`config.mk`:
```
export PLATFORM = sky130hd
export DESIGN_NAME = jtag_tap_multi
export DESIGN_NICKNAME = d
export VERILOG_FILES = /design/src/rtl/jtag_tap_multi.sv
export SDC_FILE = /design/constraint.sdc
export NUM_CORES = 1
export LEC_CHECK = 0
export ABC_AREA = 1
export BUFFER_PORTS_ARGS = -buffer_cell sky130_fd_sc_hd__buf_2
export CORE_MARGIN = 8
export CORE_UTILIZATION = 43
export DETAILED_ROUTE_END_ITERATION = 8
export PLACE_DENSITY = 0.68
export SLEW_MARGIN = 40
export SYNTH_ARGS = -nofsm -noshare
export SYNTH_HDL_FRONTEND = slang
export SYNTH_SLANG_ARGS = --single-unit
```
`constraint.sdc`:
```
create_clock -name CLK -period 2.85 [get_ports CLK]
set_input_delay 0 -clock CLK [delete_from_list [all_inputs] [get_ports CLK]]
set_output_delay 0 -clock CLK [all_outputs]
set_load 0.1 [all_outputs]
```
`src/rtl/jtag_tap_multi.sv`:
```
// jtag_tap_multi: IEEE 1149.1 TAP controller with a configurable instruction
// register, BYPASS and IDCODE data registers, and NUM_DR user data registers.
// Each user register has a shift stage, loaded from a parallel capture port,
// and an update (shadow) stage that drives a parallel output port.
module jtag_tap_multi #(
    parameter int          IR_WIDTH = 4,
    parameter int          NUM_DR   = 2,
    parameter int          DR_WIDTH = 8,
    parameter logic [31:0] IDCODE   = 32'h1000_0001
) (
    input  logic                       CLK,
    input  logic                       RESET,
    input  logic                       TMS,
    input  logic                       TDI,
    output logic                       TDO,
    output logic [3:0]                 state,
    output logic [IR_WIDTH-1:0]        ir,
    input  logic [NUM_DR*DR_WIDTH-1:0] dr_capture_data,
    output logic [NUM_DR*DR_WIDTH-1:0] dr_update_data,
    output logic                       update_dr,
    output logic                       update_ir,
    output logic [NUM_DR-1:0]          dr_sel
);

    typedef enum logic [3:0] {
        ST_TLR      = 4'd0,
        ST_RTI      = 4'd1,
        ST_SEL_DR   = 4'd2,
        ST_CAP_DR   = 4'd3,
        ST_SHIFT_DR = 4'd4,
        ST_EXIT1_DR = 4'd5,
        ST_PAUSE_DR = 4'd6,
        ST_EXIT2_DR = 4'd7,
        ST_UPD_DR   = 4'd8,
        ST_SEL_IR   = 4'd9,
        ST_CAP_IR   = 4'd10,
        ST_SHIFT_IR = 4'd11,
        ST_EXIT1_IR = 4'd12,
        ST_PAUSE_IR = 4'd13,
        ST_EXIT2_IR = 4'd14,
        ST_UPD_IR   = 4'd15
    } tap_state_t;

    localparam logic [IR_WIDTH-1:0] OP_IDCODE = IR_WIDTH'(1);

    tap_state_t            state_reg;
    tap_state_t            state_next;
    logic [IR_WIDTH-1:0]   ir_reg;
    logic [IR_WIDTH-1:0]   ir_shift_reg;
    logic                  update_dr_reg;
    logic                  update_ir_reg;
    logic                  bypass_reg;
    logic [31:0]           idcode_shift_reg;
    logic [NUM_DR-1:0]     user_tdo;
    logic                  is_idcode;
    logic                  is_bypass;
    logic                  dr_tdo;

    // Standard 1149.1 next-state function driven by TMS
    always_comb begin
        state_next = state_reg;
        unique case (state_reg)
            ST_TLR:      state_next = TMS ? ST_TLR      : ST_RTI;
            ST_RTI:      state_next = TMS ? ST_SEL_DR   : ST_RTI;
            ST_SEL_DR:   state_next = TMS ? ST_SEL_IR   : ST_CAP_DR;
            ST_CAP_DR:   state_next = TMS ? ST_EXIT1_DR : ST_SHIFT_DR;
            ST_SHIFT_DR: state_next = TMS ? ST_EXIT1_DR : ST_SHIFT_DR;
            ST_EXIT1_DR: state_next = TMS ? ST_UPD_DR   : ST_PAUSE_DR;
            ST_PAUSE_DR: state_next = TMS ? ST_EXIT2_DR : ST_PAUSE_DR;
            ST_EXIT2_DR: state_next = TMS ? ST_UPD_DR   : ST_SHIFT_DR;
            ST_UPD_DR:   state_next = TMS ? ST_SEL_DR   : ST_RTI;
            ST_SEL_IR:   state_next = TMS ? ST_TLR      : ST_CAP_IR;
            ST_CAP_IR:   state_next = TMS ? ST_EXIT1_IR : ST_SHIFT_IR;
            ST_SHIFT_IR: state_next = TMS ? ST_EXIT1_IR : ST_SHIFT_IR;
            ST_EXIT1_IR: state_next = TMS ? ST_UPD_IR   : ST_PAUSE_IR;
            ST_PAUSE_IR: state_next = TMS ? ST_EXIT2_IR : ST_PAUSE_IR;
            ST_EXIT2_IR: state_next = TMS ? ST_UPD_IR   : ST_SHIFT_IR;
            ST_UPD_IR:   state_next = TMS ? ST_SEL_DR   : ST_RTI;
            default:     state_next = ST_TLR;
        endcase
    end

    // TAP state, instruction path and registered update pulses
    always_ff @(posedge CLK or posedge RESET) begin
        if (RESET) begin
            state_reg     <= ST_TLR;
            ir_reg        <= OP_IDCODE;
            ir_shift_reg  <= '0;
            update_dr_reg <= 1'b0;
            update_ir_reg <= 1'b0;
        end else begin
            state_reg     <= state_next;
            update_dr_reg <= (state_next == ST_UPD_DR);
            update_ir_reg <= (state_next == ST_UPD_IR);
            if (state_reg == ST_CAP_IR)
                ir_shift_reg <= IR_WIDTH'(1);
            else if (state_reg == ST_SHIFT_IR)
                ir_shift_reg <= {TDI, ir_shift_reg[IR_WIDTH-1:1]};
            // UPD_IR never leads to TLR, so the two ir writes cannot collide
            if (state_next == ST_TLR)
                ir_reg <= OP_IDCODE;
            else if (state_reg == ST_UPD_IR)
                ir_reg <= ir_shift_reg;
        end
    end

    assign is_idcode = (ir_reg == OP_IDCODE);
    assign is_bypass = !is_idcode && (dr_sel == '0);

    // BYPASS and IDCODE shift stages; neither has an update stage
    always_ff @(posedge CLK or posedge RESET) begin
        if (RESET) begin
            bypass_reg       <= 1'b0;
            idcode_shift_reg <= '0;
        end else begin
            if (is_bypass) begin
                if (state_reg == ST_CAP_DR)
                    bypass_reg <= 1'b0;
                else if (state_reg == ST_SHIFT_DR)
                    bypass_reg <= TDI;
            end
            if (is_idcode) begin
                if (state_reg == ST_CAP_DR)
                    idcode_shift_reg <= IDCODE;
                else if (state_reg == ST_SHIFT_DR)
                    idcode_shift_reg <= {TDI, idcode_shift_reg[31:1]};
            end
        end
    end

    genvar gi;
    generate
        for (gi = 0; gi < NUM_DR; gi++) begin : g_user
            logic [DR_WIDTH-1:0] shift_reg;
            logic [DR_WIDTH-1:0] update_reg;

            assign dr_sel[gi] = (ir_reg == IR_WIDTH'(gi + 2));

            // User register gi: capture, shift and update only while selected
            always_ff @(posedge CLK or posedge RESET) begin
                if (RESET) begin
                    shift_reg  <= '0;
                    update_reg <= '0;
                end else if (dr_sel[gi]) begin
                    if (state_reg == ST_CAP_DR)
                        shift_reg <= dr_capture_data[gi*DR_WIDTH +: DR_WIDTH];
                    else if (state_reg == ST_SHIFT_DR)
                        shift_reg <= {TDI, shift_reg[DR_WIDTH-1:1]};
                    else if (state_reg == ST_UPD_DR)
                        update_reg <= shift_reg;
                end
            end

            assign user_tdo[gi] = shift_reg[0];
            assign dr_update_data[gi*DR_WIDTH +: DR_WIDTH] = update_reg;
        end
    endgenerate

    // dr_sel is one-hot or zero, so AND-OR picks the selected user bit
    assign dr_tdo = is_idcode    ? idcode_shift_reg[0] :
                    (|dr_sel)    ? |(user_tdo & dr_sel) :
                                   bypass_reg;

    assign TDO = (state_reg == ST_SHIFT_IR) ? ir_shift_reg[0] :
                 (state_reg == ST_SHIFT_DR) ? dr_tdo : 1'b0;

    assign state     = state_reg;
    assign ir        = ir_reg;
    assign update_dr = update_dr_reg;
    assign update_ir = update_ir_reg;

endmodule

```
Word level (Yosys, flattened, before mapping)
Index checks and enable logic that the tools add are counted.

cells by class
  equal/unequal tests = 20
  muxes and demuxes = 29
  bitwise logic cells = 3
  reductions and logical operators = 19

operators by type and width
  kind                                                 count
  two-way mux 32 bit                                   2
  case mux 4 bit (12 select lines)                     1
  equality test 4 bit, second input constant           10
  two-way mux 4 bit                                    8
  two-way mux 8 bit                                    4
  equality test 4 x 2 -> 1 bit, second input constant  4
  equality test 4 x 3 -> 1 bit, second input constant  4
  two-way mux 1 bit                                    9
  equality test 4 x 1 -> 1 bit, second input constant  2
  zero test 4 bit                                      2
  AND reduction 2 bit                                  4
  AND reduction 4 bit                                  2
  OR reduction 2 bit                                   4
  two-way mux 2 bit                                    3
  two-way mux 3 bit                                    2
  nonzero test 2 bit                                   3
  OR reduction 3 bit                                   1
  AND 2 bit                                            1
  zero test 2 bit                                      1
  inverter 1 bit                                       2
  logical AND 1 bit                                    1
  zero test 1 bit                                      1

word-level totals
  register bits = 79
  input bits = 20
  output and inout bits = 29
  word-level logic and storage cells = 82

Logic depth before layout (Yosys ltp)
  depth in word-level cells = 7
  depth in mapped cells = 12

Worst setup path after synthesis
No wires, ideal clock.

  path type = register -> output
  start point = register ir_reg[2] (netlist: ir[2])
  end point = output port TDO
  data arrival time = 4.317 ns
  data required time = 2.850 ns
  setup slack = -1.467 ns
  stages on the path, launching flop included = 8
  path buffers = 0
  cell sequence = dfrtp_1 nor2_1 nand2_1 nor2_1 nand2_1 nand3_1 a21oi_1 o22ai_1

between the ends
  longest elaborated chain between the ends = 7
  elaborated cells on any way between the ends = 10

ends and longest elaborated chain
  element                         RTL line  text
  start, declared                 48        logic [IR_WIDTH-1:0] ir_reg;
  start signal, assigned          103       ir_reg <= ir_shift_reg;
  equality test 4 x 2 -> 1 bit *  137       assign dr_sel[gi] = (ir_reg == IR_WIDTH'(gi + 2));
  net dr_sel[0]                   22        output logic [NUM_DR-1:0] dr_sel
  AND 2 bit                       161       (|dr_sel) ? |(user_tdo & dr_sel) :
  OR reduction 2 bit              161
  two-way mux 1 bit *             161
  two-way mux 1 bit *             160       assign dr_tdo = is_idcode ? idcode_shift_reg[0] :
  two-way mux 1 bit *             165       (state_reg == ST_SHIFT_DR) ? dr_tdo : 1'b0;
  two-way mux 1 bit *             164       assign TDO = (state_reg == ST_SHIFT_IR) ? ir_shift_reg[0] :
  end, declared                   15        output logic TDO,

The timed path passes the listed nets; every way through them passes the cells marked *.

Final worst setup path
  start point = register state_reg[3] (netlist: state[3])
  end point = output port TDO

between the ends
  longest elaborated chain between the ends = 3
  elaborated cells on any way between the ends = 4

ends and longest elaborated chain
  element                       RTL line  text
  start, declared               46        tap_state_t state_reg;
  start signal, assigned        92        state_reg <= state_next;
  equality test 4 x 3 -> 1 bit  165
  two-way mux 1 bit             165
  two-way mux 1 bit *           164

Mark *: on every way between the ends. The rest lies on a longest branch, timed or not.

==> flow_metrics.py <==
metrics = {
    "critical_path": {
        "reg2reg_to": "idcode_shift_reg[9]$_DFFE_PP0P_",
        "required_ns": 2.85,
        "crit_chain": "inv_1 -> nor2_2 -> inv_1 -> nor2_1 -> inv_1 -> o22ai_2 -> buf_2",
        "r2r_slack_ns": 0.91,
        "arrival_ns": 2.01,
        "r2r-start": "state[1]$_DFF_PP0_",
        "cpMaxStageDelayCell": "dfrtp_1",
        "cpMostUsedCell": "inv_1",
        "worst-r2r-cell-count": 9,
        "cp-start-kind": "register",
        "end_kind": "output port",
        "crit_buf_inv": 4,
        "cp_top_family": "buffers and inverters",
        "critical_path_class": "register to output port",
        "critPathMaxStageDelay_ns": 0.47,
        "worstPathMaxFanout": 6,
    },
    "synth": {
        "yosysWarnings": 0,
        "synth.distinct_cells": 30,
        "synthMuxAreaShare_pct": 0.627,
        "synthXorXnorAreaFrac_pct": 0,
        "syn_area_per_cell_um2": 8.91,
        "synth_top_family_by_area": "simple AND/OR/NAND/NOR gates",
        "syn_inst": 403,
        "synth_seq_cells": 79,
        "synthAdderAreaFrac_pct": 0,
        "synth-simple-area-share_pct": 19.4,
        "synth-compound-area-share_pct": 16.0,
        "netlist_area_um2": 3590,
        "syn-num-nets": 423,
        "ys_seq_area_share_pct": 55.1,
    },
    "timing": {
        "hold_slack_ns": 0.0894,
        "slew-limit-headroom_pct": 61.7,
        "max_freq_mhz": 497,
        "hold_viol_final": 0,
        "tightest_slew_ns": 0.574,
        "post-route-min-period_ns": 2.01,
        "setup_tns_ns": 0,
        "skew_ns": 0.0120,
        "fin_crit_sh_pct": 70.7,
        "rsz0062_at_grt": "false",
        "setup_viol": 0,
        "drv_slew": 0,
    },
    "power_and_ir_drop": {
        "p_comb_share_pct": 33.2,
        "power.switching_w": 0.00141,
        "powerDensity_nw_per_um2": 810,
        "cellLeakagePower_nw": 2.19,
        "p_int_w": 0.00209,
        "p_clk_share_pct": 26.9,
        "vdd_drop_max_mv": 0.327,
        "p_total_w": 0.00350,
        "pwr-share-seq_pct": 39.9,
        "netSwitchingFraction_pct": 40.4,
    },
    "finish": {
        "fin_nets": 485,
        "final_cell_mix": "nand2_1 (94), dfrtp_1 (78), inv_1 (49), o21ai_0 (49), buf_2 (48)",
        "final_common_cell": "nand2_1",
        "antennaDiodeCount": 0,
        "drive_above_1_share_pct": 22.1,
        "area_growth_pct": 20.3,
        "largest_reg_flops": 32,
        "final_util_pct": 52.9,
    },
    "cts": {
        "cts-htree-levels": 3,
        "clock_sinks": 79,
        "cts_root_buf": "clkbuf_8",
        "clockBufferDepth": 2,
        "numCtsBuffers": 9,
        "post_cts.repair.setup_buffers": 0,
        "clk_latency_ns": 0.35,
        "path_clk_slew_ns": 0.08,
        "cts_tree": "yes",
    },
    "placement": {
        "gp_congestion": 0.941,
        "portBuffers": 48,
        "hpwl_mm": 5.32,
    },
    "min_path": {
        "hold_end": "state[2]$_DFF_PP0_",
        "min_path_cells": 3,
        "holdCritStartpoint": "TMS",
        "hp-class": "primary input to register",
    },
    "global_routing": {
        "grt_pass1_wl_mm": 13.4,
        "gr-usage-all-layers_pct": 14.2,
        "grt_busiest_layer": "met2",
        "met3_usage_pct": 2.93,
        "grtUsageMet2_pct": 23.7,
        "antenna_found_initial": 0,
        "grt-ovfl-total": 0,
        "grt_max_degree": 41,
        "use_met1_pct": 17.7,
        "grt_pass1_vias": 2783,
    },
    "detailed_routing": {
        "post_drt_wl_per_cell_um": 13.5,
        "ant_nets": 0,
        "routed-via-count": 2858,
        "drtIter0Drc": 141,
        "via_per_inst": 4.97,
        "first_pass_iters": 4,
        "drt-total-wl_mm": 7.76,
        "drc_errors": 0,
    },
    "floorplanning": {
        "die_w_um": 107,
        "start_util_pct": 43.9,
        "pin_count": 49,
        "rows": 33,
        "die_area_um2": 11500,
        "coreArea_um2": 8180,
        "die_y_um": 107,
    },
    "status": {
        "outcome": "finished clean",
    },
    "job": {
        "drv_cap": 0,
    },
}
==> routing by layer <==
layer | routed length, µm | up-vias | share of wire, %
li1 | - | 1434 | -
met1 | 3490 | 1359 | 45
met2 | 3820 | 53 | 49
met3 | 327 | 12 | 4.2
met4 | 131 | 0 | 1.7
met5 | 0 | - | 0
==> repair_timing <==
item,4_1_cts,5_1_grt
hold buffers,18,0
gates resized for setup,0,0
endpoints found under the hold margin,56,0
==> worst register-to-register path: stages, from the launching register on <==
cell,delay [ns]
dfrtp_1,0.48
nand2_2,0.15
inv_2,0.05
nand2_2,0.24
nand2_4,0.11
inv_2,0.10
nor2_8,0.04
inv_2,0.43
nand2_1,0.16
o31ai_2,0.09
==> synthesized netlist by cell type <==
cell type  instances  area [µm²]
a22oi_1            1        7.51
o31ai_1            1        7.51
o21ai_1            2        10.0
nand3_1           26         130
nand4_1            1        6.26
nand2_1           94         353
o31ai_2           12         150
nor3_1             2        10.0
dfstp_2            1        26.3
buf_6              3        33.8
nor2_2             4        25.0
nor2_1            25        93.8
a21oi_1            1        5.00
a31oi_1            5        31.3
nand2_4            1        11.3
buf_4              1        7.51
buf_2             11        55.1
dfrtp_1           78        1950
nand3_2            1        10.0
o22ai_1            3        18.8
nor2_4             1        11.3
nand3b_1           1        7.51
nand2_2            3        18.8
nor2_8             1        20.0
o21ai_0           49         245
clkbuf_1           3        11.3
o211ai_1          13        97.6
inv_1             50         188
inv_2              7        26.3
mux2_2             2        22.5
==> layout make-up <==
type | instances | area (µm²)
flip-flops and latches | 79 | 1980
clock inverters | 6 | 90.1
well taps | 105 | 131
clock buffers | 10 | 138
repair buffers | 69 | 455
fillers | 738 | 3850
inverters | 57 | 216
multi-input cells | 249 | 1310
==> worst max-delay path by stage <==
stage | start | end | slack (ns) | depth (start not counted)
finish | state[3]$_DFF_PP0_ | TDO | 0.84 | 7
floorplan | ir[1]$_DFFE_PP0P_ | TDO | 0.06 | 6
global placement | state[3]$_DFF_PP0_ | idcode_shift_reg[25]$_DFFE_PP0P_ | 1.01 | 8
detailed placement | state[1]$_DFF_PP0_ | idcode_shift_reg[9]$_DFFE_PP0P_ | 0.92 | 9
global route | ir[3]$_DFFE_PP0P_ | TDO | 0.69 | 8
CTS | state[3]$_DFF_PP0_ | TDO | 0.81 | 7
==> through the flow <==
| stage | cell area [µm²] | std cells | setup slack [ns] |
|---|---|---|---|
| floorplan | 3610 | 403 | 0.0590 |
| global placement | 3910 | 541 | 1.01 |
| detailed placement | 3920 | 541 | 0.923 |
| CTS | 4320 | 575 | 0.815 |
| global route | 4320 | 575 | 0.694 |
| finish | 4320 | 575 | 0.836 |
==> power groups by stage <==
stage	Clock, W	Combinational (W)	Sequential, W
after floorplan	0	0.000767	0.00161
after global placement	0	0.00112	0.00141
after detailed placement	0	0.00114	0.00142
after CTS	0.000961	0.00117	0.00140
after global routing	0.00101	0.00129	0.00142
final	0.000943	0.00116	0.00140
==> cell families after synthesis <==
| kind of cell | after synthesis |
|---|---|
| AO/OA/AOI/OAI | 87 |
| buffers and inverters | 75 |
| multiplexers | 2 |
| AND/OR/NAND/NOR | 160 |
| flip-flops | 79 |
No activity file was read; power rests on OpenSTA's default activity.
